### config.mk
export PLATFORM = sky130hd
export DESIGN_NAME = iso_serial_ctl
export DESIGN_NICKNAME = d
export VERILOG_FILES = /design/src/rtl/iso_serial_ctl.sv
export SDC_FILE = /design/constraint.sdc
export NUM_CORES = 1
export LEC_CHECK = 0
export CAP_MARGIN = 20
export CORE_MARGIN = 1.5
export CORE_UTILIZATION = 40
export DETAILED_ROUTE_END_ITERATION = 8
export HOLD_SLACK_MARGIN = 0.06
export PLACE_DENSITY_LB_ADDON = 0.1
export RECOVER_POWER = 50
export SLEW_MARGIN = 25
export SYNTH_ARGS = -nofsm -noshare
export SYNTH_HDL_FRONTEND = slang
export SYNTH_SLANG_ARGS = --single-unit
### constraint.sdc
create_clock -name clk -period 2.6 [get_ports clk]
set_clock_uncertainty 0.1 [all_clocks]
set_input_delay 0.78 -clock clk [delete_from_list [all_inputs] [get_ports clk]]
set_output_delay 0.78 -clock clk [all_outputs]
set_load 0.01 [all_outputs]
### src/rtl/iso_serial_ctl.sv
// iso_serial_ctl: serial control-link master for the isolator board.
// Shifts chip-select and hwcon bytes out and dir/chan/hwflag bytes in,
// generating sclk and srclk from registered state.
// Optional build macro: ISO_SERIAL_FLAG_FILTER_EN enables a two-frame
// glitch filter on the published hwflag field.
module iso_serial_ctl #(
   parameter int CLK_DIV = 4
) (
   input  logic       clk,
   input  logic       reset,
   input  logic       enable,
   input  logic [7:0] cs_n_par,
   input  logic [7:0] hwcon_par,
   output logic [3:0] dir,
   output logic [3:0] chan,
   output logic [3:0] hwflag,
   output logic       frame_done,
   output logic       sclk,
   output logic       srclk,
   output logic       cs_n_ser,
   output logic       hwcon_ser,
   input  logic       dirchan_ser,
   input  logic       hwflag_ser
);

   if (CLK_DIV < 2 || CLK_DIV > 255) begin : g_bad_clk_div
      $fatal(1, "iso_serial_ctl: CLK_DIV must be in 2..255");
   end

   typedef enum logic [2:0] {
      IDLE  = 3'd0,
      LOAD  = 3'd1,
      SHIFT = 3'd2,
      LATCH = 3'd3,
      GAP   = 3'd4
   } state_t;

   localparam logic [7:0] DIV_LAST = 8'(CLK_DIV - 1);

   state_t     state, state_n;
   logic [7:0] cnt, cnt_n;
   logic       phase, phase_n;     // 0: sclk low half, 1: sclk high half
   logic [2:0] bit_idx, bit_n;
   logic       cnt_last;

   logic       load_evt;           // capture parallel transmit bytes
   logic       tx_shift;           // advance transmit data to the next bit
   logic       sample;             // take one receive bit
   logic       publish;            // hand received fields to the outputs

   logic [7:0] tx_cs;
   logic [7:0] tx_hw;
   logic [7:0] rx_dirchan;
   // Only the low nibble of the hwflag byte is meaningful; after eight
   // shifts a 4-bit register holds exactly rx_hwflag[3:0].
   logic [3:0] rx_hwflag;

   assign cnt_last  = (cnt == DIV_LAST);
   assign cs_n_ser  = tx_cs[7];
   assign hwcon_ser = tx_hw[7];

   // Next-state, counter advance and per-cycle frame events
   always_comb begin
      state_n  = state;
      cnt_n    = cnt;
      phase_n  = phase;
      bit_n    = bit_idx;
      load_evt = 1'b0;
      tx_shift = 1'b0;
      sample   = 1'b0;
      publish  = 1'b0;
      case (state)
         IDLE: begin
            cnt_n = 8'd0;
            if (enable) state_n = LOAD;
         end
         LOAD: begin
            load_evt = 1'b1;
            state_n  = SHIFT;
            cnt_n    = 8'd0;
            phase_n  = 1'b0;
            bit_n    = 3'd0;
         end
         SHIFT: begin
            if (cnt_last) begin
               cnt_n = 8'd0;
               if (!phase) begin
                  phase_n = 1'b1;
               end else begin
                  sample  = 1'b1;
                  phase_n = 1'b0;
                  if (bit_idx == 3'd7) begin
                     state_n = LATCH;
                  end else begin
                     bit_n    = bit_idx + 3'd1;
                     tx_shift = 1'b1;
                  end
               end
            end else begin
               cnt_n = cnt + 8'd1;
            end
         end
         LATCH: begin
            if (cnt_last) begin
               cnt_n   = 8'd0;
               state_n = GAP;
               publish = 1'b1;
            end else begin
               cnt_n = cnt + 8'd1;
            end
         end
         GAP: begin
            if (cnt_last) begin
               cnt_n   = 8'd0;
               state_n = enable ? LOAD : IDLE;
            end else begin
               cnt_n = cnt + 8'd1;
            end
         end
         default: begin
            state_n = IDLE;
            cnt_n   = 8'd0;
         end
      endcase
   end

   // Control registers; sclk/srclk are registered from next-state so
   // they come straight from flops and line up with the state they mark
   always_ff @(posedge clk) begin
      if (reset) begin
         state   <= IDLE;
         cnt     <= 8'd0;
         phase   <= 1'b0;
         bit_idx <= 3'd0;
         sclk    <= 1'b0;
         srclk   <= 1'b0;
      end else begin
         state   <= state_n;
         cnt     <= cnt_n;
         phase   <= phase_n;
         bit_idx <= bit_n;
         sclk    <= (state_n == SHIFT) && phase_n;
         srclk   <= (state_n == LATCH);
      end
   end

   // Transmit shift registers, MSB first; data moves only at the start
   // of a low phase, so the isolator sees it stable on the rising edge
   always_ff @(posedge clk) begin
      if (reset) begin
         tx_cs <= 8'hFF;
         tx_hw <= 8'h00;
      end else if (load_evt) begin
         tx_cs <= cs_n_par;
         tx_hw <= hwcon_par;
      end else if (tx_shift) begin
         tx_cs <= {tx_cs[6:0], 1'b1};
         tx_hw <= {tx_hw[6:0], 1'b0};
      end
   end

   // Receive shift registers, sampled on the last cycle of each high phase
   always_ff @(posedge clk) begin
      if (reset) begin
         rx_dirchan <= 8'h00;
         rx_hwflag  <= 4'h0;
      end else if (sample) begin
         rx_dirchan <= {rx_dirchan[6:0], dirchan_ser};
         rx_hwflag  <= {rx_hwflag[2:0], hwflag_ser};
      end
   end

`ifdef ISO_SERIAL_FLAG_FILTER_EN
   logic [3:0] flag_hist;

   // Publish received fields; hwflag only moves once two frames agree
   always_ff @(posedge clk) begin
      if (reset) begin
         dir        <= 4'h0;
         chan       <= 4'h0;
         hwflag     <= 4'h0;
         flag_hist  <= 4'h0;
         frame_done <= 1'b0;
      end else begin
         frame_done <= publish;
         if (publish) begin
            dir       <= rx_dirchan[3:0];
            chan      <= rx_dirchan[7:4];
            flag_hist <= rx_hwflag;
            if (rx_hwflag == flag_hist) hwflag <= rx_hwflag;
         end
      end
   end
`else
   // Publish received fields every frame
   always_ff @(posedge clk) begin
      if (reset) begin
         dir        <= 4'h0;
         chan       <= 4'h0;
         hwflag     <= 4'h0;
         frame_done <= 1'b0;
      end else begin
         frame_done <= publish;
         if (publish) begin
            dir    <= rx_dirchan[3:0];
            chan   <= rx_dirchan[7:4];
            hwflag <= rx_hwflag;
         end
      end
   end
`endif

endmodule

==> metrics <==
Post-synth EDFFs 0; cts hold-fix bufs 0; worst r2r dst chan[3]; Clock transition at path regs 0.06 ns; relative slew slack 64.8%; setup bufs post-CTS 0; vias in the first global route 1794; Syn Nets 303; most frequent cells in the layout dfxtp_1, nand2_1, clkdlybuf4s50_1, nor2_1, a21oi_1; Finished Layout Cells 392; Syn. warnings 0; main area contributors after synthesis dfxtp_1, nand2_1, mux2i_1; CTS H-tree lvls 3; Die Wd 81.0 um; Static Leakage 1.14 nW; DRC viols 0; element type at the critical path start flip-flop; period utilisation layout 84.2%; Worst EP required 2.70 ns; DR pass1 iterations 4; FMAX 0.457 GHz; CTS tree yes; first-pass GRT wire length 7.99 mm; Max-Cap Viols 0; Area growth syn-to-layout 24.0%; fillers 571; initial core utilization 41.4%; reg2reg path depth 5; RSZ-0062 raised after global routing no; # resized after CTS 0; final WL 4.80 mm; WL/cell 12.3 um; Worst-Margin Slew 0.527 ns; Power Density 586 mW/mm2; hold crit path type flip-flop to flip-flop; Post-Synthesis Cells 278; hold path cells 1; core area 0.00589 mm2; detailed-placement wirelength estimate 3.11 mm; top-area cell type share of the netlist area 47.7%; crit path DAT 2.29 ns; Core Util, Final 51.3%; area leader, netlist dfxtp_1; antenna viol nets, final 0; crit-path max FO 14; Final Max Tran Viols 0; HP Start cnt[0]; FP Rows 28; Seq cells post-synth 58; commonest non-fill, non-tap cell in the layout dfxtp_1; Vias 1976; FFs w/ async S/R, synth 0%; R2R Setup Slk 0.41 ns; critical path class flip-flop to flip-flop; clk_lat worst skew 0.32 ns; CTS sink count 58; setup TNS 0 ns; Tmin final 2.19 ns; Via density 5.04; Total Power 1.77 mW; VDD IR max 0.000358 V; Fin. Hold Viols 0; IO Count 38; gpl congestion 0.734; number of diodes 0; chip height 81.0 um; status completed; clk buf depth 2; placed cells 377; starting DRC count in detailed routing 87; GRT Overall Usage 15.9%; Root Buffer clkbuf_8; Distinct cells, synth 38; Critical R2R Launch cnt[0]; GRT overflow 0; Mapped Area 0.00244 mm2; # port buffers 37; Hold Crit Endpoint cnt[0]; crit end category flip-flop; Setup-failing EPs final 0; Total Die Area 0.00657 mm2; initial antenna violation count 0; top_reg_cell synth dfxtp_1; share of layout cells above drive strength 1 8.20%; net count reported at finish 338; Avg Cell Area, Syn 8.76 um2; register area share after synthesis 47.7%; TritonCTS Buffers 9; largest net degree at the start of global routing 38; crit path launch cnt[0]
-- through the flow --
| stage | hold WS, ns | area (um2) | setup slack, ns |
|---|---|---|---|
| after floorplan | 0.318 | 2440 | 0.450 |
| after global placement | 0.331 | 2850 | 0.411 |
| after detailed placement | 0.346 | 2850 | 0.398 |
| after CTS | 0.354 | 3020 | 0.396 |
| after global routing | 0.373 | 3020 | 0.258 |
| final | 0.348 | 3020 | 0.410 |
-- critical path, cell delays in order (launching register included) --
cell	delay, ns
dfxtp_1	0.35
ha_1	0.22
or3b_2	0.49
or4_4	0.65
mux2i_1	0.20
nor2_1	0.05
-- state kept, by name, indices dropped and copies added, names as in the netlist --
signal	cells
bit_idx	3
chan	4
cnt	8
dir	4
frame_done	1
hwflag	4
phase	1
rx_dirchan	8
rx_hwflag	4
sclk	1
srclk	1
state	3
tx_cs	8
tx_hw	8
-- cell type report --
cell class              count  area (um2)  area share [%]
clock inverters             3        15.0           0.497
flip-flops and latches     58        1160            38.4
multi-input cells         196        1160            38.5
clock buffers              12         155            5.14
inverters                   3        11.3           0.373
repair buffers             45         422            14.0
well taps                  75        93.8            3.11
-- synth_stat cells (2+ instances only) --
master / instances
nand3b_1: 3
or4_4: 2
nor3_1: 10
nor3b_1: 2
nor2_1: 27
a311oi_1: 7
nand3_1: 4
xnor2_1: 4
dfxtp_1: 58
inv_1: 3
xor2_1: 2
nand2_1: 46
ha_1: 4
a21oi_1: 23
clkbuf_1: 17
o21ai_0: 2
a211oi_1: 7
nand2b_1: 6
and2_1: 2
a31oi_1: 2
mux2i_1: 15
nor2b_1: 8
nor4_1: 9
-- where the power goes --
part | switching (mW) | leakage [nW] | internal, mW
Clock | 0.322 | 0.0920 | 0.387
Combinational | 0.0704 | 0.578 | 0.0683
Sequential | 0.0141 | 0.469 | 0.908
-- cell families (layout without fill, tap and decap cells) --
group | count (synthesis) | count (layout) | share of synthesized area (%)
AO/OA/AOI/OAI | 44 | 44 | 11.3
XOR/XNOR | 6 | 6 | 2.16
adder cells (fa/ha/maj) | 4 | 4 | 2.05
buffers and inverters | 24 | 63 | 4.88
flip-flops | 58 | 58 | 47.7
multiplexers | 15 | 15 | 6.16
AND/OR/NAND/NOR | 127 | 127 | 25.8
-- per-layer routing --
| layer | part of all wire, % | wire length [um] | up-vias | GRT usage, % |
|---|---|---|---|---|
| li1 | - | - | 1033 | - |
| met1 | 49 | 2360 | 903 | 20.1 |
| met2 | 44 | 2140 | 35 | 24.6 |
| met3 | 5.3 | 254 | 5 | 6.52 |
| met4 | 1.1 | 55 | 0 | 5.17 |
| met5 | 0 | 0 | - | 0 |
-- worst max path at each step --
stage | to | depth (start not counted)
after floorplan | chan[1] | 7
after global placement | sclk | 5
after detailed placement | sclk | 5
after CTS | chan[3] | 5
after global routing | rx_hwflag[0] | 8
final | chan[3] | 5
Power figures use the tool's default switching activity.
==> RTL change 1: new RTL, same flow settings <==
The option `ISO_SERIAL_FLAG_FILTER_EN` is turned on by a define.
--- a/src/rtl/iso_serial_ctl.sv
+++ b/src/rtl/iso_serial_ctl.sv
@@ -5,2 +5,4 @@
 // glitch filter on the published hwflag field.
+`define ISO_SERIAL_FLAG_FILTER_EN
+
 module iso_serial_ctl #(
Behaviour: same outputs for any inputs over 10 cycles, from zero or initial values and one cycle with reset high; that may be too few to reach the edited logic, so the function may still have changed.
==> RTL change 1 against the unedited design <==
Power grew 16%; worst setup slack worse by 0.12 ns; maximum frequency decreased by 5.1%; sequential cell count grew 4; critical path type unchanged; cell area is 7.7% higher; cell count rose by 4.6%; area after synthesis is 7.3% higher; via count grew 4.6%; wire length is 4.7% higher; die area rose by 7.1%; sequential share of layout area down 0.30 points; largest cell class unchanged; critical endpoint is now hwflag[2]; global-route usage fell by 0.24 points.
==> RTL change 1: results (changes against the unedited design) <==
OUTCOME='complete, no violations'
PLACEDCELLCOUNT=394  # +4.5%
TIMING_WORST_SLEW_PIN_VALUE_NS=0.4570  # -0.07046 ns
PRE_CTS_WS_NS=0.2827  # -0.1156 ns
CLK-INSERTION-DELAY-LATE_NS=0.34  # +0.02 ns
FINAL-INSTANCE-COUNT-EXCL-FILL=410  # +4.6%
POSTSYNTHCELLCOUNT=296  # +6.5%
CLOCK_AREA_SHARE_PCT=6.844  # +1.2 points
FINAL.SIGNAL_BUFFER_COUNT=42  # -6.7%
NUM-MULTI-INPUT-GATES=210  # +7.1%
P_CLK_uW=931  # +31%
WHS_NS=0.3453  # -0.002942 ns
POST_SYNTH_FA_HA_MAJ_AREA_FRACTION_PCT=1.914  # -0.14 points
LAYOUT.BUFFER.NONCLOCK.AREA_SHARE_PCT=12.65  # -1.3 points
GRT_PASS1_VIAS=1978  # +10%
GRT_PASS1_WL_UM=8728  # +9.2%
POST_SYNTH_NUM_CELL_TYPES=36  # -5.3%
POWER-PER-CELL-AREA_nW_PER_UM2=630.9  # +7.7%
YOSYS_REGISTER_BITS=62  # +6.9%
ROUTABILITYCONGESTION=0.7521  # +2.5%
GRT.TOTAL_USAGE_PCT=15.67  # -0.24 points
CRIT_PATH_MAX_FANOUT=15  # +1
PORTBUFFERS=37  # unchanged
REGAREA_UM2=1241  # +6.9%
VIAS_PER_CELL=5.039  # about the same
WORST_IR_DROP_VDD_uV=456.2  # +28%
COMPOUND_CELL_AREA_SHARE_OF_THE_YOSYS_NETLIST_PCT=9.713  # -1.6 points
FINALWIRELENGTH_UM=5030  # +4.7%
YS_SEQ_AREA_SHARE_PCT=47.46  # -0.20 points
SYN_NETS=321  # +5.9%
WORSTREG2REGEND='hwflag[2]'
FINAL_LAYOUT_SIZE_SUFFIX_GT1_SHARE_PCT=7.808  # -0.39 points
GRT_MAX_DEGREE=69  # +82%
R2R_SETUP_SLACK_NS=0.29  # -0.12 ns
POST_DP_CELL_AREA_UM2=3035  # +6.4%
SYNTH_COMMONEST_CELLS='sky130_fd_sc_hd__dfxtp_1, sky130_fd_sc_hd__nand2_1, sky130_fd_sc_hd__nor2_1, sky130_fd_sc_hd__a21oi_1, sky130_fd_sc_hd__mux2i_1'
CLOCKBUFFERCOUNT=10  # -2
DP.FINAL_HPWL_UM=3206  # +3.0%
FRACTION_OF_POWER_SPENT_SWITCHING_NETS_PCT=22.10  # -0.85 points
LEAKAGE_nW=1.250  # +9.6%
N_ANTENNA_CELL=0  # unchanged
POST_SYNTH_XOR_XNOR_AREA_PCT=3.349  # +1.2 points
CRITICAL_PATH_ARRIVAL_NS=2.48  # +0.19 ns
SYNTH_MUX_AREA_SHARE_PCT=7.273  # +1.1 points
POSTCTSSETUPREPAIRBUFS=0  # unchanged
SYNTH_TOP_CELLS_BY_AREA='sky130_fd_sc_hd__dfxtp_1, sky130_fd_sc_hd__mux2i_1, sky130_fd_sc_hd__nand2_1'
FILLERS=615  # +7.7%
SEQUENTIALPOWERSHARE_PCT=47.8  # -4.3 points
## RTL change 1: changes by cell type in the layout (fill, tap and decap cells not counted), sizes merged, moves of 3 or more
cell,change
clkdlybuf4s50,-12
dlygate4sd3,+12
nand3,+3
dfxtp,+4
mux2i,+4
buf,-3
nand2b,+6
## RTL change 1: how the worst max path moves through the flow
stage               depth (start not counted)           end  startpoint  slack [ns]
detailed placement                          5     hwflag[2]      cnt[0]        0.28
finish                                      5     hwflag[2]      cnt[0]        0.29
floorplan                                   7       chan[1]      cnt[0]        0.43
CTS                                         5     hwflag[2]      cnt[0]        0.27
global route                                8  rx_hwflag[1]      cnt[0]        0.12
global placement                            5     hwflag[2]      cnt[0]        0.32
## RTL change 1: routing by layer
metal  global-route usage (%)  part of all wire, %  vias up  wire length (um)
met5                        0                    0        -                 0
met4                    5.365                  1.1        0                57
met3                    6.528                  4.0        9               200
met2                    25.51                   46       30              2325
met1                    18.66                   49      940              2446
li1                         -                    -     1087                 -
==> RTL change 2: new RTL, same settings <==
Made on the original files. Re-encode `state_t` (5 states) as one-hot, 5 bits wide.
--- a/src/rtl/iso_serial_ctl.sv
+++ b/src/rtl/iso_serial_ctl.sv
@@ -29,8 +29,8 @@
 
-   typedef enum logic [2:0] {
-      IDLE  = 3'd0,
-      LOAD  = 3'd1,
-      SHIFT = 3'd2,
-      LATCH = 3'd3,
-      GAP   = 3'd4
+   typedef enum logic [4:0] {
+      IDLE  = 5'b00001,
+      LOAD  = 5'b00010,
+      SHIFT = 5'b00100,
+      LATCH = 5'b01000,
+      GAP   = 5'b10000
    } state_t;
Behaviour: same outputs for any inputs over 10 cycles, from zero or initial values and one cycle with reset high; not proved beyond that.
==> RTL change 2 against the unedited design <==
Die area grew 2.2%; highest routed layer unchanged; worst setup slack lost 0.20 ns; core utilization grew 1.9 points; power grew 12%; largest power group unchanged; area after synthesis grew 2.3%; wire length grew 11%; largest cell class is now registers; sequential cell count grew 2; cell area grew 4.8%; maximum frequency shrank 8.3%.
==> RTL change 2: results (changes against the unedited design) <==
OUTCOME='complete, no violations'
VIAS_PER_CELL=5.099  # +1.2%
PWR.GROUP.SEQUENTIAL_uW=949  # +2.9%
FINALWIRELENGTH_UM=5309  # +11%
GRT.TOTAL_USAGE_PCT=17.89  # +2.0 points
DRT_FIRST_ITER_VIOLATIONS=178  # +100%
SYNTH_COMMONEST_CELLS='sky130_fd_sc_hd__nand2_1, sky130_fd_sc_hd__dfxtp_1, sky130_fd_sc_hd__a21oi_1, sky130_fd_sc_hd__nor2_1, sky130_fd_sc_hd__clkbuf_1'
POWER_REPORT.INTERNAL_TOTAL_mW=1.528  # +12%
SYN_NETS=331  # +9.2%
FIN_NETS=370  # +9.5%
R2R_SETUP_SLACK_NS=0.21  # -0.20 ns
SYNTH_TOP_CELLS_BY_AREA='sky130_fd_sc_hd__dfxtp_1, sky130_fd_sc_hd__nand2_1, sky130_fd_sc_hd__a21oi_1'
LEAKAGE_nW=1.205  # +5.7%
SLOWEST_STAGE='sky130_fd_sc_hd__or3_1'
CRIT_PATH_MAX_FANOUT=12  # -2
CTS_HTREE_LEVELS=3  # unchanged
YOSYSMOSTFREQUENTCELL='sky130_fd_sc_hd__nand2_1'
CRITICAL_PATH.MAX_STAGE_DELAY_NS=0.61  # -0.04 ns
DP.FINAL_HPWL_UM=3434  # +10%
COMB_POWER_uW=113  # -19%
WORST_IR_DROP_VDD_uV=440.9  # +23%
POST_SYNTH_NUM_CELL_TYPES=39  # +2.6%
MIN-DELAY-START='chan[3]'
HOLD-PATH-CELL-COUNT=2  # +1
GRT_MAX_DEGREE=29  # -24%
POSTSYNTHCELLCOUNT=306  # +10%
REG2REG_DEPTH=6  # +1
FINAL_LAYOUT_SIZE_SUFFIX_GT1_SHARE_PCT=9.429  # +1.2 points
FIN_TOTAL_PWR_mW=1.973  # +12%
GRT_PASS1_VIAS=2016  # +12%
WORST_HOLD_PATH_TYPE='reg2reg'
SYNTH.TOP_CELL.AREA_SHARE_PCT=48.22  # +0.55 points
TIMING.SLEW.HEADROOM_PCT=60.20  # -4.6 points
ROUTABILITYCONGESTION=0.8215  # +12%
VIA_COUNT=2167  # +9.7%
PLACEDCELLCOUNT=409  # +8.5%
YS_SEQ_AREA_SHARE_PCT=48.22  # +0.55 points
-- RTL change 2: cells by family (layout without fill, tap and decap cells) --
| family | Yosys count | count (layout) | share of synthesized area (%) |
|---|---|---|---|
| AND/OR/NAND/NOR | 157 | 157 | 29.38 |
| buffers and inverters | 21 | 65 | 3.767 |
| multiplexers | 1 | 1 | 0.4018 |
| AO/OA/AOI/OAI | 55 | 55 | 13.41 |
| XOR/XNOR | 8 | 8 | 2.812 |
| adder cells (fa/ha/maj) | 4 | 4 | 2.009 |
| flip-flops | 60 | 60 | 48.22 |
-- RTL change 2: per-stage QoR --
step / util (%) / instance area [um2] / hold slack [ns]
finish: 53.17 / 3167 / 0.3484
global route: 53.17 / 3167 / 0.3642
CTS: 53.28 / 3173 / 0.3529
detailed placement: 49.66 / 2958 / 0.3444
global placement: 49.66 / 2958 / 0.3381
floorplan: - / 2491 / 0.3258
-- RTL change 2: worst max-delay path by stage --
stage / to / slack, ns
2_1_floorplan: rx_dirchan[5] / 0.19
3_3_place_gp: hwflag[0] / 0.24
4_1_cts: hwflag[0] / 0.18
6_report: hwflag[1] / 0.21
3_5_place_dp: dir[0] / 0.19
5_1_grt: tx_hw[1] / 0.08
-- RTL change 2: layout make-up --
class                           instances  area [um2]
Multi-Input combinational cell        225        1196
Timing Repair Buffer                   47       452.9
Sequential cell                        60        1201
Tap cell                               75       93.84
Inverter                                2       7.507
Fill cell                             620        2789
Clock buffer                            9       123.9
Clock inverter                          7       91.34
-- RTL change 2: routing by layer --
layer / up-vias / wire length (um) / global-route usage [%]
met5: - / 0 / 0
met4: 0 / 72 / 5.593
met3: 7 / 278 / 6.778
met2: 50 / 2428 / 28.85
met1: 986 / 2531 / 21.99
li1: 1124 / - / -
